File: src/rtl/fetch_unit_pkg.sv
// Shared constants and types for the instruction-fetch stage.
// Next-PC select codes, reset defaults and fetch FSM encoding.
package fetch_unit_pkg;

   localparam logic [31:0] RESET_VECTOR_DEF = 32'h0040_0000;
   localparam logic [31:0] INST_NOP         = 32'h0000_0013;

   localparam logic [1:0] PC_SEL_PLUS4 = 2'b00;
   localparam logic [1:0] PC_SEL_IMM   = 2'b01;
   localparam logic [1:0] PC_SEL_JALR  = 2'b10;
   localparam logic [1:0] PC_SEL_TRAP  = 2'b11;

   typedef enum logic [1:0] {
      ST_FETCH = 2'b00,
      ST_WAIT  = 2'b01,
      ST_READY = 2'b10,
      ST_FAULT = 2'b11
   } fetch_state_e;

   function automatic logic word_misaligned(
      input logic [1:0] addr_lsb
   );
      return addr_lsb != 2'b00;
   endfunction

endpackage

File: src/rtl/fetch_unit_next_pc_mux.sv
// Next-PC selection for the fetch stage.
// Purely combinational; also flags non-word-aligned targets.
module next_pc_mux
   import fetch_unit_pkg::*;
#(
   parameter int XLEN = 32
) (
   input  logic [XLEN-1:0] pc,
   input  logic [1:0]      next_pc_select,
   input  logic [XLEN-1:0] branch_target,
   input  logic [XLEN-1:0] jalr_target,
   input  logic [XLEN-1:0] trap_target,
   output logic [XLEN-1:0] next_pc,
   output logic            misaligned
);

   // pick the successor PC; jalr always drops bit 0
   always_comb begin
      next_pc = pc + XLEN'(4);
      unique case (next_pc_select)
         PC_SEL_PLUS4: next_pc = pc + XLEN'(4);
         PC_SEL_IMM:   next_pc = branch_target;
         PC_SEL_JALR:  next_pc = jalr_target & ~XLEN'(1);
         PC_SEL_TRAP:  next_pc = trap_target;
      endcase
   end

   assign misaligned = word_misaligned(next_pc[1:0]);

endmodule

File: src/rtl/fetch_unit.sv
// Instruction-fetch stage: owns the PC, talks to instruction memory,
// holds one fetched instruction for execute, traps on misaligned PCs.
module fetch_unit
   import fetch_unit_pkg::*;
#(
   parameter int              XLEN         = 32,
   parameter logic [XLEN-1:0] RESET_VECTOR = XLEN'(RESET_VECTOR_DEF)
) (
   input  logic            clock,
   input  logic            reset,
   input  logic [1:0]      next_pc_select,
   input  logic [XLEN-1:0] branch_target,
   input  logic [XLEN-1:0] jalr_target,
   input  logic [XLEN-1:0] trap_target,
   input  logic            advance,
   input  logic            trap_redirect,
   output logic            imem_req_valid,
   output logic [XLEN-1:0] imem_req_addr,
   input  logic            imem_req_ready,
   input  logic            imem_rsp_valid,
   input  logic [31:0]     imem_rsp_data,
   output logic            inst_valid,
   output logic [31:0]     inst,
   output logic [XLEN-1:0] pc,
   output logic [XLEN-1:0] pc_plus_4,
   output logic            fetch_misaligned
);

   fetch_state_e    state;
   logic            redirect_pending;
   logic [XLEN-1:0] mux_next_pc;
   logic            mux_misaligned;
   logic            handshake;
   logic            rsp_discard;
   logic            pc_load;
   logic [XLEN-1:0] pc_load_val;

   next_pc_mux #(
      .XLEN(XLEN)
   ) u_next_pc_mux (
      .pc             (pc),
      .next_pc_select (next_pc_select),
      .branch_target  (branch_target),
      .jalr_target    (jalr_target),
      .trap_target    (trap_target),
      .next_pc        (mux_next_pc),
      .misaligned     (mux_misaligned)
   );

   assign imem_req_valid = reset && (state == ST_FETCH);
   assign imem_req_addr  = pc;
   assign handshake      = imem_req_valid && imem_req_ready;
   assign rsp_discard    = redirect_pending || trap_redirect;

   // decide whether and with what the PC is reloaded this cycle
   always_comb begin
      pc_load     = 1'b0;
      pc_load_val = pc;
      unique case (state)
         ST_FETCH: begin
            if (trap_redirect && !imem_req_ready) begin
               pc_load     = 1'b1;
               pc_load_val = trap_target;
            end
         end
         ST_WAIT: begin
            if (imem_rsp_valid && rsp_discard) begin
               pc_load     = 1'b1;
               pc_load_val = trap_target;
            end
         end
         ST_READY: begin
            if (trap_redirect) begin
               pc_load     = 1'b1;
               pc_load_val = trap_target;
            end else if (advance) begin
               pc_load     = 1'b1;
               pc_load_val = mux_next_pc;
            end
         end
         ST_FAULT: begin
            if (trap_redirect) begin
               pc_load     = 1'b1;
               pc_load_val = trap_target;
            end
         end
      endcase
   end

   // PC and its successor move together so pc_plus_4 is never stale
   always_ff @(posedge clock) begin
      if (!reset) begin
         pc        <= RESET_VECTOR;
         pc_plus_4 <= RESET_VECTOR + XLEN'(4);
      end else if (pc_load) begin
         pc        <= pc_load_val;
         pc_plus_4 <= pc_load_val + XLEN'(4);
      end
   end

   // fetch FSM with registered instruction, valid and fault outputs
   always_ff @(posedge clock) begin
      if (!reset) begin
         state            <= ST_FETCH;
         inst_valid       <= 1'b0;
         inst             <= INST_NOP;
         fetch_misaligned <= 1'b0;
         redirect_pending <= 1'b0;
      end else begin
         unique case (state)
            ST_FETCH: begin
               if (handshake) begin
                  state            <= ST_WAIT;
                  redirect_pending <= trap_redirect;
               end
            end
            ST_WAIT: begin
               if (imem_rsp_valid) begin
                  if (rsp_discard) begin
                     redirect_pending <= 1'b0;
                     state            <= ST_FETCH;
                  end else begin
                     inst       <= imem_rsp_data;
                     inst_valid <= 1'b1;
                     state      <= ST_READY;
                  end
               end else if (trap_redirect) begin
                  redirect_pending <= 1'b1;
               end
            end
            ST_READY: begin
               if (trap_redirect) begin
                  inst_valid <= 1'b0;
                  state      <= ST_FETCH;
               end else if (advance) begin
                  inst_valid <= 1'b0;
                  if (mux_misaligned) begin
                     fetch_misaligned <= 1'b1;
                     state            <= ST_FAULT;
                  end else begin
                     state <= ST_FETCH;
                  end
               end
            end
            ST_FAULT: begin
               if (trap_redirect) begin
                  fetch_misaligned <= 1'b0;
                  state            <= ST_FETCH;
               end
            end
         endcase
      end
   end

endmodule

File: config.mk
export PLATFORM = sky130hd
export DESIGN_NAME = fetch_unit
export DESIGN_NICKNAME = d
export VERILOG_FILES = /design/src/rtl/fetch_unit_pkg.sv /design/src/rtl/fetch_unit_next_pc_mux.sv /design/src/rtl/fetch_unit.sv
export SDC_FILE = /design/constraint.sdc
export NUM_CORES = 1
export LEC_CHECK = 0
export ABC_AREA = 1
export CORE_MARGIN = 3
export CORE_UTILIZATION = 42
export DETAILED_ROUTE_END_ITERATION = 7
export GPL_TIMING_DRIVEN = 1
export PLACE_DENSITY_LB_ADDON = 0.12
export SETUP_SLACK_MARGIN = 0.3
export SYNTH_ARGS = -nofsm -noshare
export SYNTH_HDL_FRONTEND = slang
export SYNTH_SLANG_ARGS = --single-unit
export TNS_END_PERCENT = 30
File: constraint.sdc
create_clock -name clock -period 4.7 [get_ports clock]
set_clock_uncertainty 0.2 [all_clocks]
set_input_delay 0.47 -clock clock [delete_from_list [all_inputs] [get_ports clock]]
set_output_delay 0.47 -clock clock [all_outputs]
set_load 0.02 [all_outputs]
==> results of run 1 <==
## through the flow
stage / cell area, um^2 / utilization / instances / power, W
2_1_floorplan: 8380 / - / 1392 / 0.00178
3_3_place_gp: 10900 / 0.558 / 1840 / 0.00226
3_5_place_dp: 10900 / 0.558 / 1840 / 0.00226
4_1_cts: 11200 / 0.572 / 1856 / 0.00302
5_1_grt: 11200 / 0.572 / 1856 / 0.00318
6_report: 11200 / 0.573 / 1857 / 0.00301
## worst max-delay path, cell delays in order, from the launching register on
cell and delay (ns):
sky130_fd_sc_hd__dfxtp_1 0.86, sky130_fd_sc_hd__nand2_4 0.34, sky130_fd_sc_hd__clkinv_2 0.26, sky130_fd_sc_hd__nand2_2 0.13, sky130_fd_sc_hd__nand3_2 0.16, sky130_fd_sc_hd__nand2_1 0.07
sky130_fd_sc_hd__nand3_1 0.09, sky130_fd_sc_hd__nor2_1 0.06, sky130_fd_sc_hd__nor2_2 0.20, sky130_fd_sc_hd__ha_1 0.25, sky130_fd_sc_hd__nand3_2 0.11, sky130_fd_sc_hd__nor2_4 0.16
sky130_fd_sc_hd__nand2_4 0.08, sky130_fd_sc_hd__nor2_8 0.15, sky130_fd_sc_hd__nand3_4 0.10, sky130_fd_sc_hd__nor2_8 0.21, sky130_fd_sc_hd__nand2_2 0.07, sky130_fd_sc_hd__nand2_1 0.06
sky130_fd_sc_hd__nand2_1 0.05, sky130_fd_sc_hd__o21ai_1 0.13, sky130_fd_sc_hd__inv_1 0.05
## power by group through the flow
stage / registers [W] / logic [W] / clock network (W)
floorplan: 0.00110 / 0.000672 / 0
global placement: 0.00105 / 0.00120 / 0
detailed placement: 0.00106 / 0.00121 / 0
CTS: 0.00104 / 0.00121 / 0.000766
global route: 0.00106 / 0.00133 / 0.000788
finish: 0.00104 / 0.00122 / 0.000745
## Yosys cell counts (all sizes together)
library cell | number | area share
nand2 | 423 | 0.20
nor2 | 216 | 0.13
inv | 137 | 0.063
o21ai | 111 | 0.067
dfxtp | 99 | 0.24
nand3 | 95 | 0.063
buf | 70 | 0.058
a21oi | 52 | 0.034
clkbuf | 29 | 0.013
a21boi | 21 | 0.019
nand4 | 21 | 0.016
a22oi | 18 | 0.016
o22ai | 18 | 0.013
a31oi | 17 | 0.013
o211ai | 16 | 0.014
nor3 | 13 | 0.0091
o221ai | 8 | 0.0084
a221oi | 5 | 0.0060
o21a | 4 | 0.0036
xor2 | 4 | 0.0042
xnor2 | 3 | 0.0031
a211oi | 2 | 0.0018
a311oi | 2 | 0.0021
ha | 2 | 0.0030
a22o | 1 | 0.0010
and2 | 1 | 0.00075
clkinv | 1 | 0.00060
nand3b | 1 | 0.00090
o221a | 1 | 0.0013
or2 | 1 | 0.00075
## logic make-up (layout without fill, tap and decap cells)
| kind of cell | after synthesis | in the layout |
|---|---|---|
| AND/OR/NAND/NOR | 771 | 771 |
| XOR/XNOR | 7 | 7 |
| adder cells (fa/ha/maj) | 2 | 2 |
| buffers and inverters | 237 | 436 |
| other | 0 | 1 |
| flip-flops | 99 | 99 |
| AO/OA/AOI/OAI | 276 | 276 |
## placed cells by master (no fill, tap or decap), types with 2 or more instances in the layout
master / synthesis / final
sky130_fd_sc_hd__nor2_1: 184 / 183
sky130_fd_sc_hd__dfxtp_1: 99 / 99
sky130_fd_sc_hd__a221oi_1: 4 / 4
sky130_fd_sc_hd__nor2_8: 9 / 9
sky130_fd_sc_hd__nand4_1: 20 / 20
sky130_fd_sc_hd__inv_2: 9 / 9
sky130_fd_sc_hd__nand2_4: 6 / 6
sky130_fd_sc_hd__xor2_1: 4 / 4
sky130_fd_sc_hd__nor2_4: 14 / 14
sky130_fd_sc_hd__inv_8: 0 / 2
sky130_fd_sc_hd__clkinv_2: 1 / 3
sky130_fd_sc_hd__nor2_2: 9 / 10
sky130_fd_sc_hd__inv_4: 4 / 4
sky130_fd_sc_hd__o211ai_1: 16 / 16
sky130_fd_sc_hd__ha_1: 2 / 2
sky130_fd_sc_hd__o221ai_1: 8 / 8
sky130_fd_sc_hd__xnor2_1: 3 / 3
sky130_fd_sc_hd__o22ai_1: 18 / 18
sky130_fd_sc_hd__nor3_1: 12 / 12
sky130_fd_sc_hd__inv_1: 123 / 123
sky130_fd_sc_hd__nand3_4: 3 / 3
sky130_fd_sc_hd__nand3_1: 89 / 88
sky130_fd_sc_hd__a311oi_1: 2 / 2
sky130_fd_sc_hd__inv_6: 1 / 3
sky130_fd_sc_hd__a211oi_1: 2 / 2
sky130_fd_sc_hd__a21oi_1: 46 / 46
sky130_fd_sc_hd__nand3_2: 3 / 4
sky130_fd_sc_hd__a22oi_1: 18 / 18
sky130_fd_sc_hd__clkdlybuf4s50_1: 0 / 264
sky130_fd_sc_hd__o21ai_0: 100 / 100
sky130_fd_sc_hd__a31oi_1: 17 / 17
sky130_fd_sc_hd__nand2_2: 7 / 7
sky130_fd_sc_hd__buf_4: 44 / 17
sky130_fd_sc_hd__nand2_1: 410 / 410
sky130_fd_sc_hd__clkbuf_16: 0 / 9
sky130_fd_sc_hd__o21a_1: 4 / 4
sky130_fd_sc_hd__a21oi_2: 6 / 6
sky130_fd_sc_hd__a21boi_0: 20 / 20
sky130_fd_sc_hd__o21ai_1: 10 / 10
## routing by layer
layer,vias up,wire [um]
met3,60,3740
li1,4914,-
met5,-,0
met2,561,14100
met4,0,831
met1,4429,13300
## flip-flops by register name, summed over array words and instances (netlist names), named ones only
name	flops
inst	32
imem_req_addr	30
fetch_misaligned	1
inst_valid	1
pc_plus_4	30
redirect_pending	1
state	2
## cell type report
cell class                 instances  area [um^2]
multi-input combinational       1056         5270
antenna                            1         2.50
timing repair buffer             282         2780
sequential                        99         1980
clock buffer                       9          225
inverter                         138          534
tap                              265          332
fill                            2022         8350
clock inverter                     7         58.8
## worst paths after layout
check	startpoint	end	cells after the start
max	state[1]	pc_plus_4[20]	20
min	inst[1]	inst[1]	2
max reg2reg	state[1]	pc_plus_4[20]	20
min reg2reg	inst[1]	inst[1]	2
==> metrics.log, run 1 <==
[metrics] antenna-violating nets left: 0
[metrics] power density of the placed cells: 269 nW/um^2
[metrics] clk buf depth: 2
[metrics] placeable core region: 19500 um^2
[metrics] count of endpoints failing hold in the final timing report: 0
[metrics] CP endpoint kind: register
[metrics] hold_buf cts: 0
[metrics] Setup Crit Path Kind: reg -> reg
[metrics] initial cell density of the core: 0.429
[metrics] worst-case register-to-register setup slack: around 0.80 ns
[metrics] routability congestion estimate: 0.964
[metrics] TritonCTS Buffers: 9
[metrics] global routing usage on met3: 0.0691
[metrics] met1 track utilization from global routing: 0.392
[metrics] portion of total power attributed to the clock network: 0.248
[metrics] global-route layer with the greatest usage: met2
[metrics] CTS tree: built
[metrics] final clock period utilization by the worst path: 0.829
[metrics] total vias in the final route: 9964
[metrics] RSZ-0062 raised after global routing: false
[metrics] multiplexer share of the synthesized area: 0
[metrics] Initial DRC Count: 947
[metrics] post-synthesis sequential element count: 99
[metrics] xor and xnor fraction of the mapped netlist area: 0.00732
[metrics] Hold WS: approximately 0.27 ns
[metrics] cell at the root of the clock tree: sky130_fd_sc_hd__clkbuf_16
[metrics] adder and majority cell fraction of the synthesized area: 0.00299
[metrics] maximum net fanout on the critical path: 20
[metrics] leakage power: roughly 4.7 nW
[metrics] num ports: 267
[metrics] standard-cell row count: between 50 and 60
[metrics] half-perimeter wire length after detailed placement: 24000 um
[metrics] post-cts gate resize count: 0
[metrics] synthesis-to-finish area growth: 33.5%
[metrics] count of synthesis-stage warnings from yosys: 0
[metrics] Compound-Gate Fraction of Synth Area: 0.201
[metrics] die outline area: 21700 um^2
[metrics] clock latency on the worst-skew pair: 0.35 ns
[metrics] data required time at the worst endpoint: ~4.8 ns
[metrics] # clock sinks: 99
[metrics] worst voltage drop across the vdd grid: approximately 0.26 mV
[metrics] CTS H-tree depth: 3
[metrics] Final min period: 3.90 ns
[metrics] Finish-stage setup viols: 0
[metrics] drt first pass iters: 6
[metrics] Syn Area/Cell: 6.02 um^2
[metrics] combinational family with the most area after synthesis: simple AND/OR/NAND/NOR gates
[metrics] number of library cell types mapped by synthesis: 50
[metrics] Net Switching: between 0.001 and 0.0015 W
[metrics] path class of the lowest-slack min-delay path: reg -> reg
[metrics] met2 capacity usage during global routing: 0.450
[metrics] switching fraction of total power: 0.405
[metrics] global-route wire length before repair: roughly 51000 um
[metrics] post-detailed-routing wire length: about 32000 um
[metrics] sequential-to-total area share from yosys stat: 0.237
[metrics] Worst Setup Slack, final: 0.804 ns
[metrics] antenna violations before repair: 0
[metrics] total global routing overflow: 0
[metrics] share of layout cells above drive strength 1: 0.0723
[metrics] internal power: approximately 0.0018 W
[metrics] Mapped Area: between 8000 and 9000 um^2
[metrics] number of global-route vias before repair: 9365
[metrics] final net count: 1724
[metrics] pins over their slew limit: 0
[metrics] total negative slack for setup checks: 0 ns
[metrics] number of nets in the synthesized netlist: 1530
[metrics] pin slew with the least headroom to its limit: ~0.97 ns
[metrics] max-cap viol count: 0
[metrics] global-route usage over all layers: 0.289
[metrics] data arrival time at the worst-slack endpoint: just under 4 ns
[metrics] CTS clock-pin slew for the worst setup and hold paths: 0.07 ns
[metrics] startpoint types: register
[metrics] Comb pwr share: 0.406
[metrics] synthesized instance count: between 1000 and 1500
[metrics] Simple-Gate Fraction of Synth Area: 0.418
[metrics] Post-route DRC: 0
[metrics] Die Y: between 100 and 150 um
[metrics] largest net degree at the start of global routing: 59
[metrics] outcome: finished clean
[metrics] portion of total power attributed to sequential cells: 0.346
[metrics] via-per-instance ratio: around 5.4
[metrics] placement-stage worst setup slack: between 0.5 and 0.6 ns
[metrics] headroom to the max-slew limit: 0.353
[metrics] wire per inst: 17.3 um
[metrics] floorplan die width: roughly 150 um
[metrics] post-CTS setup buffers: 0
[metrics] f_max: 257 MHz
[metrics] I/O Buffers: 265
Power figures use the tool's default switching activity.
==> inputs of run 2 (changes only) <==
- clock period: 4.7 -> 3.6 ns (I/O delays scaled with it)
==> metrics.log, run 2 (synthesis results as in run 1) <==
[metrics] Post-route DRC: 0
[metrics] via-per-instance ratio: 5.38
[metrics] wire per inst: 17.6 um
[metrics] total power: 0.00400 W
[metrics] internal power: between 0.002 and 0.0025 W
[metrics] portion of total power attributed to the clock network: 0.238
[metrics] CTS H-tree depth: 3
[metrics] path class of the lowest-slack min-delay path: in -> reg
[metrics] CTS tree: built
[metrics] post-route core utilization: 0.593
[metrics] standard-cell row count: roughly 50
[metrics] total negative slack for setup checks: 0 ns
[metrics] I/O Buffers: 265
[metrics] largest reg by FF count: inst
[metrics] final clock period utilization by the worst path: 0.841
[metrics] Finish-stage setup viols: 0
[metrics] instance count after placement with tap cells included: about 1900
[metrics] switching fraction of total power: 0.394
[metrics] half-perimeter wire length after detailed placement: 25100 um
[metrics] power density of the placed cells: roughly 350 nW/um^2
[metrics] post-detailed-routing wire length: 33300 um
[metrics] global-route usage over all layers: 0.299
[metrics] Final min period: 3.03 ns
[metrics] data required time at the worst endpoint: 3.65 ns
[metrics] total global routing overflow: 0
[metrics] largest net degree at the start of global routing: about 60
[metrics] worst voltage drop across the vdd grid: ~0.31 mV
[metrics] headroom to the max-slew limit: 0.349
[metrics] routability congestion estimate: a little under 1
[metrics] startpoint types: register
[metrics] num ports: 267
[metrics] antenna violations before repair: 0
[metrics] CTS clock-pin slew for the worst setup and hold paths: around 0.070 ns
[metrics] clock latency on the worst-skew pair: 0.35 ns
[metrics] count of endpoints failing hold in the final timing report: 0
[metrics] top library cells by usage in the layout, fill and taps aside: sky130_fd_sc_hd__nand2_1, sky130_fd_sc_hd__clkdlybuf4s50_1, sky130_fd_sc_hd__nor2_1
[metrics] Worst Setup Slack, final: approximately 0.57 ns
[metrics] Comb pwr share: 0.425
[metrics] drt first pass iters: 5
[metrics] most numerous cell on the critical path: sky130_fd_sc_hd__nand2_1
[metrics] Die Y: between 100 and 150 um
[metrics] placement-stage worst setup slack: 0.0224 ns
[metrics] Net Switching: around 0.0016 W
[metrics] hold_buf cts: 0
[metrics] clk buf depth: 2
[metrics] critical-path cell list: buf_4 -> nand3_1 -> nand3_2 -> nand2_1 -> nand3_1 -> nor2_1 -> nor2_2 -> ha_1 -> nand3_2 -> nor2_4 -> nand2_4 -> nor2_8 -> nand3_4 -> nor2_8 -> nand2_4 -> nor2_2 -> nand2_1 -> nand2_1 -> nor2_1
[metrics] CP endpoint kind: register
[metrics] number of cells in the finished layout apart from fillers: 1896
[metrics] Initial DRC Count: 887
[metrics] synthesis-to-finish area growth: 38.3%
[metrics] pin slew with the least headroom to its limit: 0.976 ns
[metrics] number of fill cells in the layout: 1923
[metrics] TritonCTS Buffers: 9
[metrics] cell at the slowest stage of the critical path: sky130_fd_sc_hd__dfxtp_2
[metrics] final net count: about 1800
[metrics] Setup Crit Path Kind: reg -> reg
[metrics] RSZ-0062 raised after global routing: false
[metrics] placeable core region: just under 20000 um^2
[metrics] count of antenna diodes in the layout: 0
[metrics] portion of total power attributed to sequential cells: 0.337
[metrics] data arrival time at the worst-slack endpoint: 3.07 ns
[metrics] outcome: finished clean
[metrics] most common cell after layout, fill and taps aside: sky130_fd_sc_hd__nand2_1
[metrics] leakage power: 4.95 nW
[metrics] max-cap viol count: 0
[metrics] initial cell density of the core: 0.429
[metrics] die outline area: between 20000 and 25000 um^2
[metrics] cell at the root of the clock tree: sky130_fd_sc_hd__clkbuf_16
[metrics] number of global-route vias before repair: between 9000 and 10000
[metrics] total vias in the final route: 10197
[metrics] # clock sinks: between 90 and 100
[metrics] share of layout cells above drive strength 1: 0.103
[metrics] floorplan die width: about 150 um
[metrics] antenna-violating nets left: 0
[metrics] f_max: between 300 and 400 MHz
[metrics] maximum net fanout on the critical path: 7
[metrics] number of flip-flops in the largest register: 32
[metrics] slowest stage delay, CP: 0.43 ns
[metrics] global-route wire length before repair: 52500 um
[metrics] pins over their slew limit: 0
run 2: worst paths after layout:
path / end / depth (start not counted) / startpoint / slack (ns)
worst max-delay path: pc_plus_4[30] / 19 / state[0] / 0.57
worst min-delay path: imem_req_addr[24] / 3 / reset / 0.22
worst max register to register: pc_plus_4[30] / 19 / state[0] / 0.57
worst min register to register: inst[1] / 2 / inst[1] / 0.26
run 2: final cells by class:
cell class,count,area (um^2),share of cell area
sequential,99,2000,0.173
inverter,138,534,0.0461
clock buffer,12,256,0.0221
timing repair buffer,321,3130,0.270
tap,265,332,0.0286
multi-input combinational,1057,5300,0.457
clock inverter,4,32.5,0.00281
run 2: critical path: cells and delay by family, from the launching register on:
kind,cells,cell delay (ns)
and+or+nand+nor,17,1.84
DFF,1,0.43
buffers and inverters,1,0.23
adders and majority gates,1,0.23
run 2: routing by layer:
layer,GRT usage,up-vias,share of wire
li1,-,4991,-
met1,0.405,4544,0.42
met2,0.463,583,0.43
met3,0.0750,79,0.12
met4,0.108,0,0.032
met5,0,-,0
run 2: power groups by stage:
stage / logic, W / registers [W] / clock network [W]
final: 0.00170 / 0.00135 / 0.000953
after detailed placement: 0.00167 / 0.00136 / 0
after CTS: 0.00168 / 0.00134 / 0.000974
after global placement: 0.00166 / 0.00136 / 0
after floorplan: 0.000878 / 0.00144 / 0
after global routing: 0.00184 / 0.00136 / 0.00101
run 2: per-stage QoR:
stage	area, um^2	hold slack [ns]
after floorplan	8380	0.286
after global routing	11600	0.252
after detailed placement	11200	0.252
after CTS	11500	0.216
final	11600	0.221
after global placement	11200	0.237
run 2: what timing repair did:
item,CTS,global route
endpoints found under the setup margin,7,17
pin swaps,0,2
resized for setup,1,20
cloned,0,1
buffers inserted,0,2
==> inputs of run 3 (changes only) <==
- clock period: 3.6 -> 2.6 ns (I/O delays scaled with it)
==> metrics.log, run 3 (synthesis results as in run 1) <==
[metrics] outcome: finished, violations left
[metrics] failing checks: setup timing
[metrics] final clock period utilization by the worst path: 1.08
[metrics] power density of the placed cells: roughly 450 nW/um^2
[metrics] RSZ-0062 raised after global routing: true
[metrics] global-route usage over all layers: 0.329
[metrics] post-detailed-routing wire length: 37500 um
[metrics] endpoint of the worst hold-timing path: imem_req_addr[26]
[metrics] count of endpoints failing hold in the final timing report: 0
[metrics] Setup Crit Path Kind: reg -> reg
[metrics] largest reg by FF count: inst
[metrics] initial cell density of the core: 0.429
[metrics] number of flip-flops in the largest register: 32
[metrics] count of antenna diodes in the layout: 0
[metrics] half-perimeter wire length after detailed placement: just under 30000 um
[metrics] TritonCTS Buffers: 9
[metrics] Comb pwr share: 0.495
[metrics] wire per inst: approximately 18 um
[metrics] worst voltage drop across the vdd grid: around 0.36 mV
[metrics] number of fill cells in the layout: 1713
[metrics] worst reg-to-reg path cell count: 20
[metrics] I/O Buffers: 265
[metrics] Initial DRC Count: 972
[metrics] routability congestion estimate: 1.03
[metrics] CTS clock-pin slew for the worst setup and hold paths: ~0.08 ns
[metrics] instance count after placement with tap cells included: 2086
[metrics] floorplan die width: approximately 150 um
[metrics] max-cap viol count: 0
[metrics] beginning of the worst hold path: reset
[metrics] drt first pass iters: 5
[metrics] standard-cell row count: 51
[metrics] total vias in the final route: 11337
[metrics] data required time at the worst endpoint: 2.65 ns
[metrics] global-route wire length before repair: 57300 um
[metrics] area taken by multi-input logic gates: 5780 um^2
[metrics] share of layout cells above drive strength 1: 0.276
[metrics] top library cells by usage in the layout, fill and taps aside: sky130_fd_sc_hd__nand2_1, sky130_fd_sc_hd__buf_4, sky130_fd_sc_hd__clkdlybuf4s50_1
[metrics] Finish-stage setup viols: 21
[metrics] CTS tree: built
[metrics] antenna-violating nets left: 0
[metrics] worst reg2reg path endpoint: pc_plus_4[26]
[metrics] portion of total power attributed to the clock network: 0.218
[metrics] clock latency on the worst-skew pair: 0.37 ns
[metrics] internal power: a little under 0.004 W
[metrics] worst-case register-to-register setup slack: -0.20 ns
[metrics] Net Switching: 0.00251 W
[metrics] pin slew with the least headroom to its limit: 0.621 ns
[metrics] via-per-instance ratio: 5.31
[metrics] FF-to-FF Start: state[1]
[metrics] CTS H-tree depth: 3
[metrics] placement-stage worst setup slack: -0.590 ns
[metrics] largest net degree at the start of global routing: between 50 and 60
[metrics] num ports: 267
[metrics] antenna violations before repair: 0
[metrics] number of cells in the finished layout apart from fillers: 2135
[metrics] total global routing overflow: 0
[metrics] pins over their slew limit: 0
[metrics] cell at the root of the clock tree: sky130_fd_sc_hd__clkbuf_16
[metrics] die outline area: 21700 um^2
[metrics] number of cells on the worst hold path: 4
[metrics] # clock sinks: 99
[metrics] Die Y: 147 um
[metrics] startpoint types: register
[metrics] Final min period: 2.80 ns
[metrics] Hold WS: 0.240 ns
[metrics] maximum net fanout on the critical path: 4
[metrics] headroom to the max-slew limit: 0.586
[metrics] Post-route DRC: 0
[metrics] synthesis-to-finish area growth: 67.3%
[metrics] switching fraction of total power: 0.395
[metrics] Worst Setup Slack, final: -0.196 ns
[metrics] most common cell after layout, fill and taps aside: sky130_fd_sc_hd__nand2_1
[metrics] leakage power: 6.27 nW
[metrics] CP endpoint kind: register
[metrics] clk buf depth: 2
[metrics] final net count: 2003
[metrics] placeable core region: 19500 um^2
[metrics] Register Area: 2020 um^2
[metrics] number of global-route vias before repair: 10688
[metrics] path class of the lowest-slack min-delay path: in -> reg
[metrics] data arrival time at the worst-slack endpoint: 2.85 ns
[metrics] f_max: between 300 and 400 MHz
[metrics] portion of total power attributed to sequential cells: 0.287
[run 3: cell count changes in the layout (fill, tap and decap cells not counted), sizes merged]
cell	previous run	this run
clkdlybuf4s50	260	259
dlymetal6s2s	4	0
clkinv	2	3
clkbuf	12	11
inv	138	141
buf	57	296
dlygate4sd2	0	4
clkinvlp	2	0
[run 3: final cells by class]
type | instances | share of cell area
multi-input cells | 1057 | 0.412
repair buffers | 560 | 0.360
flip-flops and latches | 99 | 0.144
inverters | 138 | 0.0388
well taps | 265 | 0.0237
clock buffers | 10 | 0.0171
clock inverters | 6 | 0.00393
[run 3: power groups by stage]
stage | clock network, W | registers (W) | logic, W
after global routing | 0.00147 | 0.00184 | 0.00337
final | 0.00139 | 0.00183 | 0.00315
after CTS | 0.00140 | 0.00181 | 0.00297
after global placement | 0 | 0.00184 | 0.00284
after floorplan | 0 | 0.00200 | 0.00122
after detailed placement | 0 | 0.00184 | 0.00285
[run 3: worst max-delay path: stages, from the launching register on]
cell                      delay, ns
sky130_fd_sc_hd__dfxtp_4       0.40
sky130_fd_sc_hd__buf_6         0.13
sky130_fd_sc_hd__inv_8         0.04
sky130_fd_sc_hd__nor2_8        0.08
sky130_fd_sc_hd__inv_4         0.05
sky130_fd_sc_hd__nor2_8        0.10
sky130_fd_sc_hd__o21ai_2       0.07
sky130_fd_sc_hd__nor2_2        0.12
sky130_fd_sc_hd__nor2_2        0.06
sky130_fd_sc_hd__nor2_2        0.19
sky130_fd_sc_hd__ha_4          0.18
sky130_fd_sc_hd__nand3_4       0.06
sky130_fd_sc_hd__nor2_4        0.12
sky130_fd_sc_hd__nand2_4       0.08
sky130_fd_sc_hd__nor2_8        0.10
sky130_fd_sc_hd__nand3_4       0.11
sky130_fd_sc_hd__buf_6         0.15
sky130_fd_sc_hd__nor2_4        0.14
sky130_fd_sc_hd__nand4_1       0.15
sky130_fd_sc_hd__nand2_2       0.11
sky130_fd_sc_hd__a21oi_2       0.05
[run 3: how the worst max path moves through the flow]
| stage | startpoint | to | slack (ns) | depth (start not counted) |
|---|---|---|---|---|
| 2_1_floorplan | state[1] | pc_plus_4[20] | -0.09 | 21 |
| 3_3_place_gp | next_pc_select[1] | pc_plus_4[31] | -0.57 | 19 |
| 3_5_place_dp | next_pc_select[1] | pc_plus_4[20] | -0.59 | 21 |
| 4_1_cts | state[1] | pc_plus_4[20] | -0.14 | 21 |
| 5_1_grt | state[1] | pc_plus_4[26] | -0.36 | 20 |
| 6_report | state[1] | pc_plus_4[26] | -0.20 | 20 |
[run 3: stage by stage]
stage | setup TNS (ns) | utilization | total power, W | area (um^2)
after floorplan | -0.208 | - | 0.00322 | 8420
after global placement | -12.84 | 0.659 | 0.00468 | 12900
after detailed placement | -13.77 | 0.659 | 0.00470 | 12900
after CTS | -1.26 | 0.695 | 0.00618 | 13600
after global routing | -6.57 | 0.718 | 0.00668 | 14000
final | -1.97 | 0.718 | 0.00636 | 14000
[run 3: timing repair]
item,CTS,global route
cloned,1,0
endpoints found under the setup margin,38,48
hold buffers,0,0
setup buffers,18,14
pin swaps,34,54
resized for setup,72,101
[run 3: metal layers]
metal,share of wire,track usage
met5,0,0
met3,0.11,0.0725
met1,0.42,0.450
met2,0.45,0.515
met4,0.031,0.112
